### src/rtl/irq_ctrl.sv
// -----------------------------------------------------------------------------
// irq_ctrl
//
// Parametrised interrupt controller for the CPU control unit. Up to eight
// asynchronous peripheral request lines are synchronised, latched per channel
// as edge- or level-triggered requests, masked by ENABLE, and resolved with
// fixed priority (channel 0 highest) and nesting. The winner is presented to
// the CPU as a request plus a vector address; the CPU answers with an
// acknowledge (vector fetch) and later a return-from-interrupt strobe.
//
// Ports
//   clk         in   1        system clock, rising edge
//   reset       in   1        asynchronous reset, active low
//   irq_in      in   NUM_IRQ  raw peripheral requests (asynchronous)
//   irq_clr     out  NUM_IRQ  one-cycle pulse to the source on acknowledge
//   io_addr     in   3        register select
//   io_wdata    in   8        register write data
//   io_we       in   1        register write strobe
//   io_re       in   1        register read strobe
//   io_rdata    out  8        registered read data (one-cycle latency)
//   irq_req     out  1        request to the CPU
//   irq_vector  out  16       vector address of the winning channel
//   irq_ack     in   1        CPU takes the interrupt this cycle
//   irq_done    in   1        CPU executed return-from-interrupt
//   cpu_ie      in   1        CPU global interrupt enable
//
// CPU handshake: irq_req/irq_vector are a valid pair derived only from
// registered state, so they are stable within a cycle. The transfer happens
// on a rising clk edge where irq_req=1 and irq_ack=1; an irq_ack seen while
// irq_req=0 is ignored. irq_done is an independent strobe that retires the
// highest-priority in-service channel; when it coincides with an accepted
// irq_ack, the retire is applied first and the new in-service bit second.
//
// Register map (bits at and above NUM_IRQ read 0, writes ignored)
//   0 ENABLE     R/W
//   1 MODE       R/W, 1 = edge, 0 = level
//   2 PENDING    R, write-1-to-clear
//   3 INSERVICE  R
//   4 ACTIVE     R, {4'b0, valid, id[2:0]} of highest in-service channel
//   5 SWSET      W, write-1 sets pending; reads 0
//   6,7          read 0
// -----------------------------------------------------------------------------
module irq_ctrl #(
    parameter int          NUM_IRQ       = 8,        // 1..8
    parameter logic [15:0] VECTOR_BASE   = 16'h0002,
    parameter int          VECTOR_STRIDE = 2,
    parameter int          SYNC_STAGES   = 2         // 2..3
) (
    input  logic               clk,
    input  logic               reset,
    input  logic [NUM_IRQ-1:0] irq_in,
    output logic [NUM_IRQ-1:0] irq_clr,
    input  logic [2:0]         io_addr,
    input  logic [7:0]         io_wdata,
    input  logic               io_we,
    input  logic               io_re,
    output logic [7:0]         io_rdata,
    output logic               irq_req,
    output logic [15:0]        irq_vector,
    input  logic               irq_ack,
    input  logic               irq_done,
    input  logic               cpu_ie
);

    localparam logic [2:0] ADDR_ENABLE    = 3'd0;
    localparam logic [2:0] ADDR_MODE      = 3'd1;
    localparam logic [2:0] ADDR_PENDING   = 3'd2;
    localparam logic [2:0] ADDR_INSERVICE = 3'd3;
    localparam logic [2:0] ADDR_ACTIVE    = 3'd4;
    localparam logic [2:0] ADDR_SWSET     = 3'd5;

    // -------------------------------------------------------------------------
    // Input synchroniser
    // -------------------------------------------------------------------------
    logic [NUM_IRQ-1:0] sync_q [SYNC_STAGES];
    logic [NUM_IRQ-1:0] sync_s;      // synchronised line value
    logic [NUM_IRQ-1:0] sync_d_q;    // synchronised value, one cycle older

    always_ff @(posedge clk or negedge reset) begin
        if (!reset) begin
            for (int k = 0; k < SYNC_STAGES; k++) begin
                sync_q[k] <= '0;
            end
        end else begin
            sync_q[0] <= irq_in;
            for (int k = 1; k < SYNC_STAGES; k++) begin
                sync_q[k] <= sync_q[k-1];
            end
        end
    end

    assign sync_s = sync_q[SYNC_STAGES-1];

    // -------------------------------------------------------------------------
    // State registers
    // -------------------------------------------------------------------------
    logic [NUM_IRQ-1:0] enable_q, enable_d;
    logic [NUM_IRQ-1:0] mode_q,   mode_d;
    // pend_q holds the pending flag of an edge channel and the software-set
    // latch of a level channel. Both are set by SWSET, cleared by W1C and by
    // acknowledge, so a single register serves both interpretations.
    logic [NUM_IRQ-1:0] pend_q,   pend_d;
    logic [NUM_IRQ-1:0] isv_q,    isv_d;
    logic [NUM_IRQ-1:0] clr_q,    clr_d;
    logic [7:0]         rdata_q,  rdata_d;

    // -------------------------------------------------------------------------
    // Pending view, candidates and priority resolution
    // -------------------------------------------------------------------------
    logic [NUM_IRQ-1:0] wdata_n;
    logic [NUM_IRQ-1:0] pending;
    logic [NUM_IRQ-1:0] edge_set;
    logic [NUM_IRQ-1:0] cand;

    assign wdata_n  = io_wdata[NUM_IRQ-1:0];
    // Level channels follow the synchronised line, ORed with their latch.
    assign pending  = pend_q | (~mode_q & sync_s);
    assign edge_set = mode_q & sync_s & ~sync_d_q;
    assign cand     = pending & enable_q;

    logic               win_any;
    logic [3:0]         win_idx;
    logic [NUM_IRQ-1:0] win_oh;

    // Lowest index wins; scanning downwards leaves the lowest hit last.
    always_comb begin
        win_any = 1'b0;
        win_idx = '0;
        win_oh  = '0;
        for (int i = NUM_IRQ - 1; i >= 0; i--) begin
            if (cand[i]) begin
                win_any    = 1'b1;
                win_idx    = 4'(i);
                win_oh     = '0;
                win_oh[i]  = 1'b1;
            end
        end
    end

    logic               lvl_any;
    logic [3:0]         lvl_idx;     // NUM_IRQ when nothing is in service
    logic [NUM_IRQ-1:0] lvl_oh;

    always_comb begin
        lvl_any = 1'b0;
        lvl_idx = 4'(NUM_IRQ);
        lvl_oh  = '0;
        for (int i = NUM_IRQ - 1; i >= 0; i--) begin
            if (isv_q[i]) begin
                lvl_any    = 1'b1;
                lvl_idx    = 4'(i);
                lvl_oh     = '0;
                lvl_oh[i]  = 1'b1;
            end
        end
    end

    logic take;

    // Only a strictly higher-priority channel may preempt the active level.
    assign irq_req    = cpu_ie & win_any & (win_idx < lvl_idx);
    // With no candidate win_idx is 0, so the vector rests at VECTOR_BASE.
    assign irq_vector = VECTOR_BASE + (16'(win_idx) * 16'(VECTOR_STRIDE));
    assign take       = irq_ack & irq_req;

    // -------------------------------------------------------------------------
    // Register read mux (values before this cycle's update)
    // -------------------------------------------------------------------------
    logic [7:0] rd_val;

    always_comb begin
        rd_val = '0;
        case (io_addr)
            ADDR_ENABLE:    rd_val[NUM_IRQ-1:0] = enable_q;
            ADDR_MODE:      rd_val[NUM_IRQ-1:0] = mode_q;
            ADDR_PENDING:   rd_val[NUM_IRQ-1:0] = pending;
            ADDR_INSERVICE: rd_val[NUM_IRQ-1:0] = isv_q;
            ADDR_ACTIVE:    rd_val = {4'b0000, lvl_any, lvl_idx[2:0]};
            default:        rd_val = '0;
        endcase
    end

    // -------------------------------------------------------------------------
    // Next-state logic
    // -------------------------------------------------------------------------
    always_comb begin
        enable_d = enable_q;
        mode_d   = mode_q;
        pend_d   = pend_q;
        isv_d    = isv_q;
        clr_d    = '0;
        rdata_d  = rdata_q;

        if (io_we && io_addr == ADDR_ENABLE) begin
            enable_d = wdata_n;
        end
        if (io_we && io_addr == ADDR_MODE) begin
            mode_d = wdata_n;
        end

        // Clears first, then sets: a set on the same cycle wins.
        if (io_we && io_addr == ADDR_PENDING) begin
            pend_d = pend_d & ~wdata_n;
        end
        if (take) begin
            pend_d = pend_d & ~win_oh;
        end
        pend_d = pend_d | edge_set;
        if (io_we && io_addr == ADDR_SWSET) begin
            pend_d = pend_d | wdata_n;
        end

        // Retire before accept so a coincident done/ack pair both take effect.
        if (irq_done) begin
            isv_d = isv_d & ~lvl_oh;
        end
        if (take) begin
            isv_d = isv_d | win_oh;
            clr_d = win_oh;
        end

        if (io_re) begin
            rdata_d = rd_val;
        end
    end

    always_ff @(posedge clk or negedge reset) begin
        if (!reset) begin
            sync_d_q <= '0;
            enable_q <= '0;
            mode_q   <= '0;
            pend_q   <= '0;
            isv_q    <= '0;
            clr_q    <= '0;
            rdata_q  <= '0;
        end else begin
            sync_d_q <= sync_s;
            enable_q <= enable_d;
            mode_q   <= mode_d;
            pend_q   <= pend_d;
            isv_q    <= isv_d;
            clr_q    <= clr_d;
            rdata_q  <= rdata_d;
        end
    end

    assign irq_clr  = clr_q;
    assign io_rdata = rdata_q;

endmodule

### config.mk
export PLATFORM = sky130hd
export DESIGN_NAME = irq_ctrl
export DESIGN_NICKNAME = d
export VERILOG_FILES = /design/src/rtl/irq_ctrl.sv
export SDC_FILE = /design/constraint.sdc
export NUM_CORES = 1
export LEC_CHECK = 0
export ABC_CLOCK_PERIOD_IN_PS = 3000
export CAP_MARGIN = 0
export CORE_MARGIN = 4
export CORE_UTILIZATION = 25
export DETAILED_ROUTE_END_ITERATION = 10
export GPL_TIMING_DRIVEN = 0
export PLACE_DENSITY = 0.44
export SYNTH_ARGS = -nofsm -noshare
export SYNTH_HDL_FRONTEND = slang
export SYNTH_SLANG_ARGS = --single-unit
### constraint.sdc
create_clock -name clk -period 3 [get_ports clk]
set_input_delay 0.6 -clock clk [delete_from_list [all_inputs] [get_ports clk]]
set_output_delay 0.6 -clock clk [all_outputs]
set_load 0.02 [all_outputs]
==> impl_results.md <==
* Syn Inst Count at 311
* Die Y at 124 µm
* Tot Pwr at about 4 mW
* Slew Limit Fails at 0
* Detail Placement HPWL at 6.36 mm
* Core area at 0.0132 mm²
* Critical path data required time at 2.40 ns
* Root Buffer: clkbuf_16
* Antenna Nets Post-Route at 0
* Critical path launch point type: register
* Register bit total from synthesis at 72
* CTS Buffer Depth at 2
* Min-delay worst type: input pin to async pin
* Fillers at 1334
* EDFF count, synth at 0
* I/O Buffers at 45
* Synth top area share at between 50% and 60%
* Gpl congestion at 0.796
* PwrDens at 880 mW/mm²
* Max incr delay on CP at 0.39 ns
* Minimum clock period at 2.95 ns
* Static Leak at 2.01 nW
* Ys flop type: dfrtp_1
* CTS Sinks at 72
* Number of global-route vias before repair at 2594
* Final core occ at about a third
* Crit. End Element: output pin
* CP cell instances: nor2b_2, o21ai_2, and2_1, a21oi_2, nor2_1, ha_1, a21oi_2, o221a_2, nor2b_4, buf_6
* Initial antenna violation count at 0
* First-pass GRT wire length at between 10 and 15 mm
* Yosys cell types at 54
* Worst path most repeated cell: a21oi_2
* Final cell count without fillers at 574
* 1st-pass router iterations at 4
* Diode count at 0
* Num CTS Buffers at 9
* 1st-iter DRT viols at 69
* Sequential fraction of the synthesis area at 53.2%
* Max_slew headroom at 14.0%
* Io pins at a little under 60
* Final Hold Slack at 0.166 ns
* Final Cycle Share at 98.5%
* Total Routing Usage GR at between 10% and 20%
* Maxcap violations at 0
* Drt total wl at 8.96 mm
* Syn_area_per_cell at 10.9 µm²
* Synth area leaders: dfrtp_1 53%, mux2_2 5.3%, nand2_1 4.2%
* Area Growth Syn to Fin at 36.9%
* Fin nets at 422
* Kind of critical path: register to output pin
* CTS tree: done
* Outcome: complete, no violations
* Via Count at between 2000 and 3000
* H-tree lvl count at 3
* Max rail drop VDD at 0.332 mV
* Layout cell share with drive strength beyond 1 at 26.1%
* Largest fanout on the critical path at 4
* Largest net degree at the start of global routing at 53
* DR WL/cell at between 15 and 20 µm
* Clk Latency, worst-skew pair at 0.33 ns
* Cells after DPL at between 500 and 600
* Core Rows at 42
* CP top delay family: simple AND/OR/NAND/NOR gates
* Initial core utilization at roughly a quarter
* Vias per cell at 4.48
* Final setup viols at 0
* Die Area at approximately 0.015 mm²
* Die Wd at ~120 µm
* RSZ-0062 raised after global routing: yes
* Critical-path top delay cell: dfrtp_1
* Residual DRC count at 0
* Grt ovf at 0
* Fin. Hold Viols at 0
* CP Buf/Inv Count at 1
* Post-synthesis cell area at ~0.0034 mm²
* Worst-path clk slew at 0.06 ns
* Actual slew at the worst max-slew pin at 1.29 ns
* Largest area contributor in the netlist: dfrtp_1
* Final Skew at roughly 0.0064 ns
* Share of flip-flops with an asynchronous set or reset at 100%
* Worst endpoint data arrival time at 2.35 ns
* Fmax at 339 MHz
* Yosys Warn Count at 0
cells by family (layout without fill, tap and decap cells):
kind of cell / Yosys count / in the layout / synth area share (%)
adder cells (fa/ha/maj): 3 / 3 / 1.11
multiplexers: 20 / 20 / 7.98
other: 1 / 12 / 0.111
buffers and inverters: 33 / 109 / 5.02
AO/OA/AOI/OAI: 70 / 70 / 13.8
flip-flops: 72 / 72 / 53.2
XOR/XNOR: 1 / 1 / 0.259
AND/OR/NAND/NOR: 111 / 111 / 18.5
final cells by class:
type | instances | area [µm²] | share of cell area (%)
Sequential cell | 72 | 1800 | 38.8
Inverter | 14 | 52.6 | 1.13
Tap cell | 176 | 220 | 4.75
Buffer | 19 | 118 | 2.54
Timing Repair Buffer | 60 | 574 | 12.4
Multi-Input combinational cell | 217 | 1540 | 33.2
Clock buffer | 14 | 274 | 5.91
Clock inverter | 2 | 60.1 | 1.29
path summary, 6_finish.rpt:
kind                           start          end  cells after the start  slack [ns]
setup reg to reg           sync_s[5]    pend_q[2]                     11        0.38
hold / removal                 reset    pend_q[2]                      1        0.17
max in group asynchronous      reset  io_rdata[5]                      2        2.27
min in group clk           sync_q[8]    sync_s[0]                      0        0.34
hold reg to reg            sync_q[8]    sync_s[0]                      0        0.34
setup / recovery           sync_s[5]      irq_req                     10        0.05
stage by stage:
step,setup slack (ns),instance area [µm²],setup TNS (ns)
5_1_grt,-0.105,4640,-0.105
3_5_place_dp,-0.669,4130,-1.57
2_1_floorplan,0.173,3430,0
3_3_place_gp,-1.35,4100,-98.60
4_1_cts,-0.108,4570,-0.108
6_report,0.0461,4640,0
cell usage after synthesis (2+ instances only):
cell	n
ha_1	3
o21ai_2	4
nor4_4	2
nand2_1	38
o21a_1	2
mux2_2	16
nand2b_1	4
nor4bb_1	2
o22ai_1	4
nor2b_1	8
mux4_2	4
a22oi_1	3
inv_1	13
a31oi_1	2
nor4b_2	2
buf_4	12
clkbuf_1	5
or2_2	3
o21ai_1	8
dfrtp_1	72
nor2b_2	2
o21ai_0	10
nor3_2	2
nor3b_1	3
nor3_1	6
and3_1	2
a21o_1	4
a211oi_1	2
a21oi_1	21
nor3b_2	2
nor2_1	22
nand3_1	4
nand4_1	3
registers in the layout, indices dropped and copies added (netlist names):
signal	cells
enable_q	8
sync_q	8
irq_clr	8
pend_q	8
sync_d_q	8
io_rdata	8
isv_q	8
mode_q	8
sync_s	8
power by group:
part	internal [mW]	switching, mW
clock network	0.797	0.392
registers	1.14	0.181
logic	0.699	0.871
total	2.64	1.44
placed cells by master, fill, tap and decap left out, types with 3 or more instances in the layout:
cell             instances
dfrtp_1                 72
clkdlybuf4s50_1         39
nand2_1                 36
buf_4                   27
nor2_1                  21
a21oi_1                 19
mux2_2                  16
inv_1                   13
conb_1                  12
o21ai_0                  9
clkbuf_16                9
o21ai_2                  8
clkbuf_1                 7
nor2b_1                  5
nor3_1                   5
o21ai_1                  5
nand2b_1                 4
nand3_1                  4
a21o_1                   4
o22ai_1                  4
mux4_2                   4
nor2b_2                  3
nand4_1                  3
a22oi_1                  3
or2_2                    3
nor3b_1                  3
clkbuf_8                 3
repair_timing:
action,4_1_cts,5_1_grt
hold buffers,0,0
buffers inserted,9,5
pin swaps,7,7
resized for setup,25,9
setup endpoints to repair,5,3
routing by layer:
layer | track usage, % | vias to the layer above | wire length [µm]
met3 | 3.77 | 12 | 350
met4 | 4.19 | 0 | 204
met1 | 16.4 | 1267 | 4390
li1 | - | 1234 | -
met5 | 0 | - | 0
met2 | 17.4 | 56 | 4020
Power figures use the tool's default switching activity.
